<file path="config.mk">
export PLATFORM = sky130hd
export DESIGN_NAME = hora_seg_decoder
export DESIGN_NICKNAME = d
export VERILOG_FILES = /design/src/rtl/hora_pkg.sv /design/src/rtl/seg7_to_bcd.sv /design/src/rtl/hora_seg_decoder.sv
export SDC_FILE = /design/constraint.sdc
export NUM_CORES = 1
export LEC_CHECK = 0
export ABC_CLOCK_PERIOD_IN_PS = 3400
export BUFFER_PORTS_ARGS = -buffer_cell sky130_fd_sc_hd__buf_2
export CAP_MARGIN = 20
export CORE_MARGIN = 2
export CORE_UTILIZATION = 53
export DETAILED_ROUTE_END_ITERATION = 10
export GPL_TIMING_DRIVEN = 0
export PLACE_DENSITY_LB_ADDON = 0.1
export SLEW_MARGIN = 15
export SYNTH_ARGS = -nofsm -noshare
export SYNTH_HDL_FRONTEND = slang
export SYNTH_HIERARCHICAL = 1
export SYNTH_SLANG_ARGS = --single-unit
</file>
<file path="constraint.sdc">
create_clock -name clock -period 3.4 [get_ports clock]
set_input_delay 0.34 -clock clock [delete_from_list [all_inputs] [get_ports clock]]
set_output_delay 0.34 -clock clock [all_outputs]
set_load 0.05 [all_outputs]
</file>
<file path="src/rtl/hora_pkg.sv">
// Shared definitions for the hour display path.
// Holds the active-low 7-segment table {a,b,c,d,e,f,g}, the decoder states,
// the sub-module output payload and the default parameters.
package hora_pkg;

  localparam int unsigned SEG_W              = 7;
  localparam int unsigned HOUR_W             = 5;
  localparam int unsigned VAL_W              = 7;
  localparam int unsigned MAX_HOUR_DEF       = 23;
  localparam int unsigned STABLE_CYCLES_DEF  = 4;

  // Active-low segment patterns, bit 6 = a ... bit 0 = g
  localparam logic [SEG_W-1:0] SEG_0     = 7'b0000001;
  localparam logic [SEG_W-1:0] SEG_1     = 7'b1001111;
  localparam logic [SEG_W-1:0] SEG_2     = 7'b0010010;
  localparam logic [SEG_W-1:0] SEG_3     = 7'b0000110;
  localparam logic [SEG_W-1:0] SEG_4     = 7'b1001100;
  localparam logic [SEG_W-1:0] SEG_5     = 7'b0100100;
  localparam logic [SEG_W-1:0] SEG_6     = 7'b0100000;
  localparam logic [SEG_W-1:0] SEG_7     = 7'b0001111;
  localparam logic [SEG_W-1:0] SEG_8     = 7'b0000000;
  localparam logic [SEG_W-1:0] SEG_9     = 7'b0000100;
  localparam logic [SEG_W-1:0] SEG_BLANK = 7'h7F;

  typedef enum logic [1:0] {
    INIT   = 2'd0,
    LOCKED = 2'd1,
    FAULT  = 2'd2
  } state_t;

  // Decoded digit: legal flag plus BCD value
  typedef struct packed {
    logic       legal;
    logic [3:0] digit;
  } digit_t;

endpackage

</file>
<file path="src/rtl/seg7_to_bcd.sv">
// Combinational active-low 7-segment to BCD decoder.
// Ports: seg (7-bit pattern {a..g}, 0 = lit) -> dec {legal, digit[3:0]}.
// Unknown patterns, including a blank bus, decode as illegal with digit 0.
module seg7_to_bcd
  import hora_pkg::*;
(
  input  logic [SEG_W-1:0] seg,
  output digit_t           dec
);

  always_comb begin
    dec.legal = 1'b1;
    dec.digit = 4'd0;
    case (seg)
      SEG_0:   dec.digit = 4'd0;
      SEG_1:   dec.digit = 4'd1;
      SEG_2:   dec.digit = 4'd2;
      SEG_3:   dec.digit = 4'd3;
      SEG_4:   dec.digit = 4'd4;
      SEG_5:   dec.digit = 4'd5;
      SEG_6:   dec.digit = 4'd6;
      SEG_7:   dec.digit = 4'd7;
      SEG_8:   dec.digit = 4'd8;
      SEG_9:   dec.digit = 4'd9;
      default: dec.legal = 1'b0;
    endcase
  end

endmodule

</file>
<file path="src/rtl/hora_seg_decoder.sv">
// Receive side of the hour display: decodes two active-low 7-segment buses
// back to a binary hour, debounces them and reports hour events.
// Ports: clock, zera_n (async active-low reset), seg_units/seg_tens (7-bit
// active-low), err_clr (sync clear of sticky err); outputs hour[4:0],
// hour_valid, step, day_tick, jump (1-cycle pulses), err (sticky).
module hora_seg_decoder
  import hora_pkg::*;
#(
  parameter int unsigned STABLE_CYCLES = STABLE_CYCLES_DEF,
  parameter int unsigned MAX_HOUR      = MAX_HOUR_DEF
) (
  input  logic              clock,
  input  logic              zera_n,
  input  logic [SEG_W-1:0]  seg_units,
  input  logic [SEG_W-1:0]  seg_tens,
  input  logic              err_clr,
  output logic [HOUR_W-1:0] hour,
  output logic              hour_valid,
  output logic              step,
  output logic              day_tick,
  output logic              jump,
  output logic              err
);

  localparam int unsigned        CNT_W   = (STABLE_CYCLES > 1) ? $clog2(STABLE_CYCLES) : 1;
  localparam logic [CNT_W-1:0]   CNT_MAX = CNT_W'(STABLE_CYCLES - 1);
  localparam logic [2*SEG_W-1:0] BLANK2  = {SEG_BLANK, SEG_BLANK};

  // {tens, units} synchroniser stages and previous stage-2 sample
  logic [2*SEG_W-1:0] sync1, sync2, prev;
  logic [CNT_W-1:0]   cnt, cnt_nxt;
  logic               done;
  logic               same_c, accept_c;

  digit_t             dec_tens, dec_units;
  logic [VAL_W-1:0]   value_c;
  logic               legal_c;

  state_t             state, state_nxt;
  logic [HOUR_W-1:0]  hour_nxt;
  logic               step_nxt, day_tick_nxt, jump_nxt, err_nxt;

  // Two-flop input sync plus stability counter; done blocks re-accept while held
  always_ff @(posedge clock or negedge zera_n) begin
    if (!zera_n) begin
      sync1 <= BLANK2;
      sync2 <= BLANK2;
      prev  <= BLANK2;
      cnt   <= '0;
      done  <= 1'b0;
    end else begin
      sync1 <= {seg_tens, seg_units};
      sync2 <= sync1;
      prev  <= sync2;
      cnt   <= cnt_nxt;
      done  <= same_c & (done | accept_c);
    end
  end

  // Accept fires in the cycle the saturating counter reaches its top value
  always_comb begin
    same_c  = (sync2 == prev);
    cnt_nxt = '0;
    if (same_c) begin
      cnt_nxt = (cnt == CNT_MAX) ? cnt : cnt + CNT_W'(1);
    end
    accept_c = same_c & ~done & (cnt_nxt == CNT_MAX);
  end

  seg7_to_bcd u_tens (
    .seg (sync2[2*SEG_W-1:SEG_W]),
    .dec (dec_tens)
  );

  seg7_to_bcd u_units (
    .seg (sync2[SEG_W-1:0]),
    .dec (dec_units)
  );

  // Binary value of the candidate; out-of-range values count as illegal
  always_comb begin
    value_c = VAL_W'(dec_tens.digit) * VAL_W'(10) + VAL_W'(dec_units.digit);
    legal_c = dec_tens.legal & dec_units.legal & (value_c <= VAL_W'(MAX_HOUR));
  end

  // State and registered outputs
  always_ff @(posedge clock or negedge zera_n) begin
    if (!zera_n) begin
      state      <= INIT;
      hour       <= '0;
      hour_valid <= 1'b0;
      step       <= 1'b0;
      day_tick   <= 1'b0;
      jump       <= 1'b0;
      err        <= 1'b0;
    end else begin
      state      <= state_nxt;
      hour       <= hour_nxt;
      hour_valid <= (state_nxt == LOCKED);
      step       <= step_nxt;
      day_tick   <= day_tick_nxt;
      jump       <= jump_nxt;
      err        <= err_nxt;
    end
  end

  // Next state, hour and events; an illegal accept overrides err_clr
  always_comb begin
    state_nxt    = state;
    hour_nxt     = hour;
    step_nxt     = 1'b0;
    day_tick_nxt = 1'b0;
    jump_nxt     = 1'b0;
    err_nxt      = err_clr ? 1'b0 : err;
    if (accept_c) begin
      if (legal_c) begin
        state_nxt = LOCKED;
        hour_nxt  = HOUR_W'(value_c);
        // Events only when history is trusted
        if (state == LOCKED) begin
          if (value_c == VAL_W'(hour)) begin
            step_nxt = 1'b0;
          end else if ((hour < HOUR_W'(MAX_HOUR)) &&
                       (value_c == VAL_W'(hour) + VAL_W'(1))) begin
            step_nxt = 1'b1;
          end else if ((hour == HOUR_W'(MAX_HOUR)) && (value_c == '0)) begin
            day_tick_nxt = 1'b1;
          end else begin
            jump_nxt = 1'b1;
          end
        end
      end else begin
        state_nxt = FAULT;
        err_nxt   = 1'b1;
      end
    end
  end

endmodule

</file>
==> results.py <==
metrics = {
    "drt": {
        "remaining_drc_errors": 0,
        "firstDrtPassIters": 4,
        "routed_via_density": 5.35,
        "detail-route-antenna-nets": 0,
        "wl_per_cell_um": 14.6,
        "drt_iter0_markers": 76,
        "routed_wl_um": 4980,
        "vias": 1830,
    },
    "logic_synthesis": {
        "async_flop_share": 1.00,
        "yosysWarnings": 6,
        "synth_seq_cells": 57,
        "avgSynthCellArea_um2": 13.0,
        "ys_seq_area_frac": 0.538,
        "synth_nets": 238,
        "syn_inst": 211,
        "synth_edf_count": 0,
        "syn-cell-area_um2": 2750,
        "synth.distinct_cells": 54,
        "synth_flop_cell": "dfstp_2",
    },
    "grt": {
        "overflow": 0,
        "grt_pass1_wl_um": 8140,
        "grt_pass1_vias": 1780,
        "grt_start_max_net_pins": 36,
        "grt.total_usage": 0.183,
        "antenna_found_initial": 0,
    },
    "timing": {
        "period_share": 0.971,
        "post-route-min-period_ns": 3.30,
        "slew_viol_final": 0,
        "max_slew_margin": 0.640,
        "rsz0062_at_grt": "true",
        "worstMarginPinSlew_ns": 0.540,
        "layout_setup_ws_ns": 0.0989,
        "finalSetupViolCount": 0,
        "final-hold-violation-count": 0,
        "skew_ns": 0.00684,
        "max_freq_mhz": 303,
    },
    "die": {
        "die_w_um": 76.0,
        "initial_core_util": 0.545,
        "fp.dieArea_um2": 5780,
        "ios": 27,
        "rows": 26,
        "core-area_um2": 5040,
        "die-height_um": 76.0,
    },
    "placed_design": {
        "io_buffers": 26,
        "gp_congestion": 0.816,
        "dpl.hpwl_um": 3260,
        "dp_slack_ns": -0.368,
    },
    "clock_tree": {
        "cts_tree": "yes",
        "htreeDepth": 3,
        "clkTransAtPathRegs_ns": 0.07,
        "cts_root_buf": "clkbuf_8",
        "clock_path_buffers": 2,
        "clk_latency_ns": 0.34,
        "cts_buffers": 9,
        "cts_sinks": 57,
    },
    "job": {
        "maxCapViolCount": 0,
    },
    "setup_path": {
        "crit_type": "flip-flop to flip-flop",
        "end_kind": "flip-flop",
        "required_ns": 3.63,
        "cp-start-kind": "flip-flop",
        "critPathMaxFanout": 9,
        "cp.arrival_ns": 3.53,
    },
    "pwr": {
        "p_leak_nw": 1.53,
        "powerDensity_nw_per_um2": 424,
        "peakVddDrop_v": 0.000371,
    },
    "final_layout": {
        "area_growth_pct": 26.6,
        "final_nets": 294,
        "drive_gt1_frac": 0.518,
        "diodes": 0,
        "utilization": 0.690,
    },
    "status": {
        "status": "finished, final reports clean",
    },
    "min_path": {
        "worstHoldPathType": "primary input to flip-flop",
    },
}
flip-flops by register name, summed over array words and instances, names as in the netlist:
| signal | flops |
|---|---|
| jump | 1 |
| state | 2 |
| step | 1 |
| sync2 | 14 |
| done | 1 |
| err | 1 |
| prev | 14 |
| sync1 | 14 |
| hour | 5 |
| day_tick | 1 |
| hour_valid | 1 |
| cnt | 2 |
worst max-delay path, stage by stage (launching register included):
cell	delay (ns)
dfstp_2	0.38
buf_6	0.13
a2111oi_4	0.33
a31oi_1	0.10
nor3_2	0.22
ha_2	0.22
ha_1	0.14
inv_1	0.05
fa_1	0.49
a21boi_4	0.20
o2bb2ai_4	0.13
and3_4	0.21
nand4b_4	0.14
buf_8	0.17
mux2_4	0.29
final timing paths:
check	to	startpoint	slack (ns)	cells after the start
worst min register to register	sync2[9]$_DFF_PN1_	sync1[9]$_DFF_PN1_	0.35	0
worst min-delay path	sync1[7]$_DFF_PN1_	seg_tens[0]	0.09	1
min in group asynchronous	hour[3]$_DFFE_PN0P_	zera_n	0.51	2
max in group asynchronous	sync1[1]$_DFF_PN1_	zera_n	2.25	3
worst max register to register	hour[3]$_DFFE_PN0P_	sync2[10]$_DFF_PN1_	0.1	14
worst max-delay path	hour[3]$_DFFE_PN0P_	sync2[10]$_DFF_PN1_	0.1	14
cells in the mapped netlist (5+ instances only):
cell type	number	share of area
dfstp_2	42	0.40
xor2_1	21	0.067
dfrtp_1	15	0.14
nor2_1	12	0.016
ha_1	8	0.036
inv_1	8	0.011
xnor2_1	8	0.025
nand3_1	7	0.013
a21oi_1	6	0.011
o22ai_1	6	0.014
nor3_1	5	0.0091
layout by cell type (no fill, tap or decap), types with 3 or more instances in the layout:
master / netlist / layout
clkbuf_8: 0 / 9
nand4_1: 3 / 3
dfstp_2: 42 / 42
nand2_1: 3 / 3
xnor2_1: 8 / 8
clkinv_2: 0 / 3
dfrtp_1: 15 / 15
mux2_4: 3 / 3
xor2_1: 21 / 21
nor2_1: 12 / 12
a31oi_1: 3 / 3
inv_1: 8 / 8
buf_4: 0 / 15
nor3_1: 5 / 5
nand3_1: 7 / 6
ha_1: 8 / 6
a21oi_1: 6 / 4
buf_2: 0 / 26
o22ai_1: 6 / 4
metal layers:
metal / global-route usage / up-vias / share of wire
met5: 0 / - / 0
met4: 0.0745 / 0 / 0.015
met3: 0.0664 / 7 / 0.045
met2: 0.307 / 43 / 0.52
met1: 0.213 / 901 / 0.42
li1: - / 879 / -
metrics by stage:
| step | power [mW] | setup TNS (ns) | std cells | hold WS, ns | area [um2] |
|---|---|---|---|---|---|
| detailed placement | 0.858 | -2.61 | 308 | 0.347 | 2990 |
| global route | 1.55 | -0.217 | 342 | 0.0720 | 3480 |
| floorplan | 0.816 | 0 | 211 | 0.0444 | 2760 |
| CTS | 1.49 | 0 | 333 | 0.0737 | 3310 |
| global placement | 0.852 | -2.11 | 307 | 0.345 | 2970 |
| finish | 1.48 | 0 | 342 | 0.0945 | 3480 |
final cells by class:
cell class	instances	area, um2
Multi-Input combinational cell	144	1360
Inverter	8	30.0
Timing Repair Buffer	45	309
Clock inverter	7	68.8
Buffer	2	26.3
Tap cell	70	87.6
Sequential cell	57	1480
Fill cell	354	1560
Clock buffer	9	124
where the power goes:
group | switching, mW | internal (mW)
Clock | 0.271 | 0.338
Combinational | 0.0619 | 0.0544
Sequential | 0.0266 | 0.725
kinds of logic (layout without fill, tap and decap cells):
family,count (synthesis),in the layout,share of synthesized area
and+or+nand+nor,62,62,0.163
DFF,57,57,0.538
AOI/OAI and AO/OA,36,36,0.0983
xor gates and xnor gates,31,31,0.106
adders and majority gates,10,10,0.0510
buffers and inverters,10,71,0.0191
muxes,5,5,0.0241
what timing repair did:
item | in CTS | in global routing
gates resized for setup | 10 | 15
endpoints found under the hold margin | 12 | 0
hold buffers | 1 | 0
cloned | 0 | 1
pin swaps | 2 | 9
buffers inserted | 8 | 8
endpoints found under the setup margin | 12 | 8
(Power assumes the default switching activity.)
